[config.mk]
export PLATFORM = sky130hd
export DESIGN_NAME = synch_bank
export DESIGN_NICKNAME = d
export VERILOG_FILES = /design/src/rtl/synch_bank.sv
export SDC_FILE = /design/constraint.sdc
export NUM_CORES = 1
export LEC_CHECK = 0
export ABC_AREA = 1
export CORE_AREA = 2 2 39 41
export DETAILED_ROUTE_END_ITERATION = 7
export DIE_AREA = 0 0 41 43
export GPL_ROUTABILITY_DRIVEN = 1
export GPL_TIMING_DRIVEN = 1
export SLEW_MARGIN = 20
export SYNTH_ARGS = -nofsm -noshare
export SYNTH_HDL_FRONTEND = slang
export SYNTH_SLANG_ARGS = --single-unit
[constraint.sdc]
create_clock -name clk -period 0.8 [get_ports clk]
set_input_delay 0.08 -clock clk [delete_from_list [all_inputs] [get_ports clk]]
set_output_delay 0.08 -clock clk [all_outputs]
set_load 0.05 [all_outputs]
[src/rtl/synch_bank.sv]
// synch_bank: WIDTH independent pin synchronisers, each with an optional glitch filter and rise/fall strobes.
// Define SYNCH_BANK_FILTER_EN to include the FILT_LEN-cycle filter; otherwise Y is the last sync stage directly.
module synch_bank #(
   parameter int unsigned      WIDTH    = 3,
   parameter int unsigned      STAGES   = 2,
   parameter int unsigned      FILT_LEN = 4,
   parameter logic [WIDTH-1:0] RST_VAL  = '0
) (
   input  logic             clk,
   input  logic             rst,
   input  logic [WIDTH-1:0] A,
   output logic [WIDTH-1:0] Y,
   output logic [WIDTH-1:0] rise,
   output logic [WIDTH-1:0] fall
);

   if (STAGES < 2) begin : gBadStages
      $fatal(1, "synch_bank: STAGES must be >= 2");
   end
   if (FILT_LEN < 1) begin : gBadFiltLen
      $fatal(1, "synch_bank: FILT_LEN must be >= 1");
   end

   // Synchroniser chain: index 0 samples the pin, index STAGES-1 is the settled value.
   logic [STAGES-1:0][WIDTH-1:0] syncQ;
   logic [WIDTH-1:0]             s;

   // NOTE: registers use non-blocking assignments so every flop samples the pre-edge value of its neighbour.
   always_ff @(posedge clk or posedge rst) begin
      if (rst) begin
         syncQ <= {STAGES{RST_VAL}};
      end else begin
         syncQ <= {syncQ[STAGES-2:0], A};
      end
   end

   assign s = syncQ[STAGES-1];

`ifdef SYNCH_BANK_FILTER_EN
   localparam int unsigned      CNT_W   = $clog2(FILT_LEN + 1);
   localparam logic [CNT_W-1:0] CNT_TOP = CNT_W'(FILT_LEN - 1);

   logic [CNT_W-1:0] filtCnt [WIDTH];

   // Y follows s only after s has disagreed with it on FILT_LEN consecutive edges.
   // NOTE: the counter array is reset explicitly; a partial count must not survive a reset.
   always_ff @(posedge clk or posedge rst) begin
      if (rst) begin
         Y <= RST_VAL;
         for (int i = 0; i < int'(WIDTH); i++) begin
            filtCnt[i] <= '0;
         end
      end else begin
         for (int i = 0; i < int'(WIDTH); i++) begin
            if (s[i] == Y[i]) begin
               filtCnt[i] <= '0;
            end else if (filtCnt[i] == CNT_TOP) begin
               Y[i]       <= s[i];
               filtCnt[i] <= '0;
            end else begin
               filtCnt[i] <= filtCnt[i] + CNT_W'(1);
            end
         end
      end
   end
`else
   assign Y = s;
`endif

   // Edge history; strobes come only from registers so they cannot glitch.
   logic [WIDTH-1:0] Yd;

   always_ff @(posedge clk or posedge rst) begin
      if (rst) begin
         Yd <= RST_VAL;
      end else begin
         Yd <= Y;
      end
   end

   assign rise = Y & ~Yd;
   assign fall = ~Y & Yd;

endmodule

==> flow_summary.json <==
{
  "first_pass_iters": 4,
  "fp.dieH_um": 43,
  "synth_cell_types": 4,
  "ioPinCount": 14,
  "clock_sinks": 9,
  "critical_path_required_ns": 0.72,
  "final_area_um2": 599,
  "ys_seq_elements": 9,
  "fin_util_pct": 43.3,
  "grt_max_degree": 10,
  "nNetsFinal": 49,
  "mostFrequentLayoutCells": "dfrtp_1, buf_12, inv_1, nor2_2, clkdlybuf4s50_1",
  "drt-vias-per-instance": 3.41,
  "num_rows": 14,
  "die_x_um": 41,
  "cts_tree": "done",
  "dp_hpwl_um": 302,
  "htree_levels": 1,
  "syn_inst": 25,
  "clk_latency_ns": 0.24,
  "synthToLayoutAreaGrowth_pct": 102,
  "r2r-start": "Y[2]",
  "ant_nets": 0,
  "grt_pass1_vias": 183,
  "cts_buffers": 3,
  "finalPower_mw": 1.08,
  "use_met1_pct": 7.14,
  "met3_usage_pct": 3.14,
  "relSlewSlack_pct": 79.5,
  "ir_drop_mv": 0.869,
  "drv_slew": 0,
  "initial_core_util_pct": 21.4,
  "cts-hold-fix-buffers": 0,
  "r2r-end": "Yd[2]",
  "regArea_um2": 225,
  "multi_input_area_um2": 47.5,
  "max_freq_ghz": 0.952,
  "r2r_slack_ns": 0.03,
  "clock_path_buffers": 2,
  "setup_viol_count_final": 9,
  "min_path_type": "primary input to asynchronous set/reset pin",
  "grt.overflow.total": 0,
  "routed_wirelength_um": 361,
  "synth_area_leaders": "dfrtp_1, inv_1, buf_4, nor2_1",
  "crit_arrival_ns": 0.97,
  "gr-max-usage-layer": "met2",
  "ys_seq_area_share_pct": 75.9,
  "yosysTopAreaCell": "dfrtp_1",
  "antenna_found_initial": 0,
  "grt_usage_pct": 6.13,
  "failed_checks": "negative setup slack",
  "reg2reg_depth": 2,
  "finalHoldViolCount": 0,
  "maxCapViolations": 0,
  "final_cells": 59,
  "synth_area_um2": 297,
  "path_clk_slew_ns": 0.05,
  "grt_setup_unrepaired": "true",
  "cp-start-kind": "flop",
  "drt_iter0_drc": 1,
  "dieArea_mm2": 0.00176,
  "p_per_area_mw_per_mm2": 1800,
  "diodes": 0,
  "grt_pass1_wl_um": 669,
  "root_buffer": "clkbuf_4",
  "critPathKind": "flop to output pin",
  "p_leak_nw": 0.284,
  "synth_top_area_share_pct": 75.9,
  "post-route-period-util_pct": 131,
  "route.detailed.drc": 0,
  "yosys_warnings": 0,
  "wl_per_cell_um": 6.12,
  "nFillCells": 130,
  "crit_path_end_kind": "output pin",
  "worst_pin_slew_ns": 0.307,
  "syn_nets": 30,
  "finalSetupTns_ns": -2.12,
  "portBuffers": 13,
  "status": "finished, violations left",
  "final.setup.worst_slack_ns": -0.251,
  "fin_crit_ns": 1.05,
  "crit_fanout": 2,
  "core_mm2": 0.00138,
  "fin_skew_ns": 0.000149,
  "place.gp.congestion": 0.517,
  "grtUsageMet2_pct": 7.50,
  "place_area_um2": 552,
  "drive_above_1_share_pct": 58.1,
  "avgSynthCellArea_um2": 11.9,
  "route.vias.total": 201,
  "place_inst": 54
}
==> sequential cells by signal (all words and copies together), names as in the netlist <==
| register | flops |
|---|---|
| Y | 3 |
| syncQ | 3 |
| Yd | 3 |
==> synthesized netlist by cell type, drive strengths merged <==
cell type and number:
buf 3, dfrtp 9, inv 7, nor2 6
==> worst max-delay path, stage by stage (launching register included) <==
cell and delay (ns):
dfrtp_1 0.39, inv_1 0.06, nor2_2 0.12, buf_12 0.15
==> worst max-delay path by stage <==
stage | startpoint | endpoint | slack (ns) | cells after the start
6_report | Yd[0] | fall[0] | -0.25 | 3
5_1_grt | Y[1] | rise[1] | -0.32 | 3
4_1_cts | Y[1] | rise[1] | -0.27 | 3
3_5_place_dp | Y[1] | rise[1] | 0.004 | 3
3_3_place_gp | Y[1] | rise[1] | 0.009 | 3
2_1_floorplan | Y[0] | rise[0] | -0.12 | 2
==> report_power, final <==
part | switching [mW] | internal, mW | total, mW
clock network | 0.129 | 0.190 | 0.320
registers | 0.0179 | 0.479 | 0.497
logic | 0.130 | 0.130 | 0.260
==> area by class of cell <==
type / instances / area share, %
clock buffer: 4 / 4.38
timing repair buffer: 17 / 42.4
tap: 16 / 3.34
sequential: 9 / 37.6
inverter: 7 / 4.38
multi-input combinational: 6 / 7.93
==> cells by family after synthesis <==
family / share of synthesized area, %
AND/OR/NAND/NOR: 7.59
flip-flops: 76.0
buffers and inverters: 16.5
==> layer usage <==
metal / wire (µm) / vias to the layer above / share of wire [%]
li1: - / 103 / -
met1: 123 / 90 / 34
met2: 208 / 8 / 58
met3: 29 / 0 / 8.0
met4: 0 / 0 / 0
met5: 0 / - / 0
==> repair_timing <==
action                     in CTS  in global routing
resized for setup               1                  5
pin swaps                       2                  5
setup endpoints to repair       9                  9
buffers inserted                0                  1
==> per-stage QoR <==
step | hold slack, ns | setup slack (ns)
floorplan | -0.0921 | -0.116
global placement | 0.333 | 0.00870
detailed placement | 0.335 | 0.00399
CTS | 0.0859 | -0.272
global route | 0.105 | -0.319
finish | 0.0777 | -0.251
No activity file was read; power rests on OpenSTA's default activity.
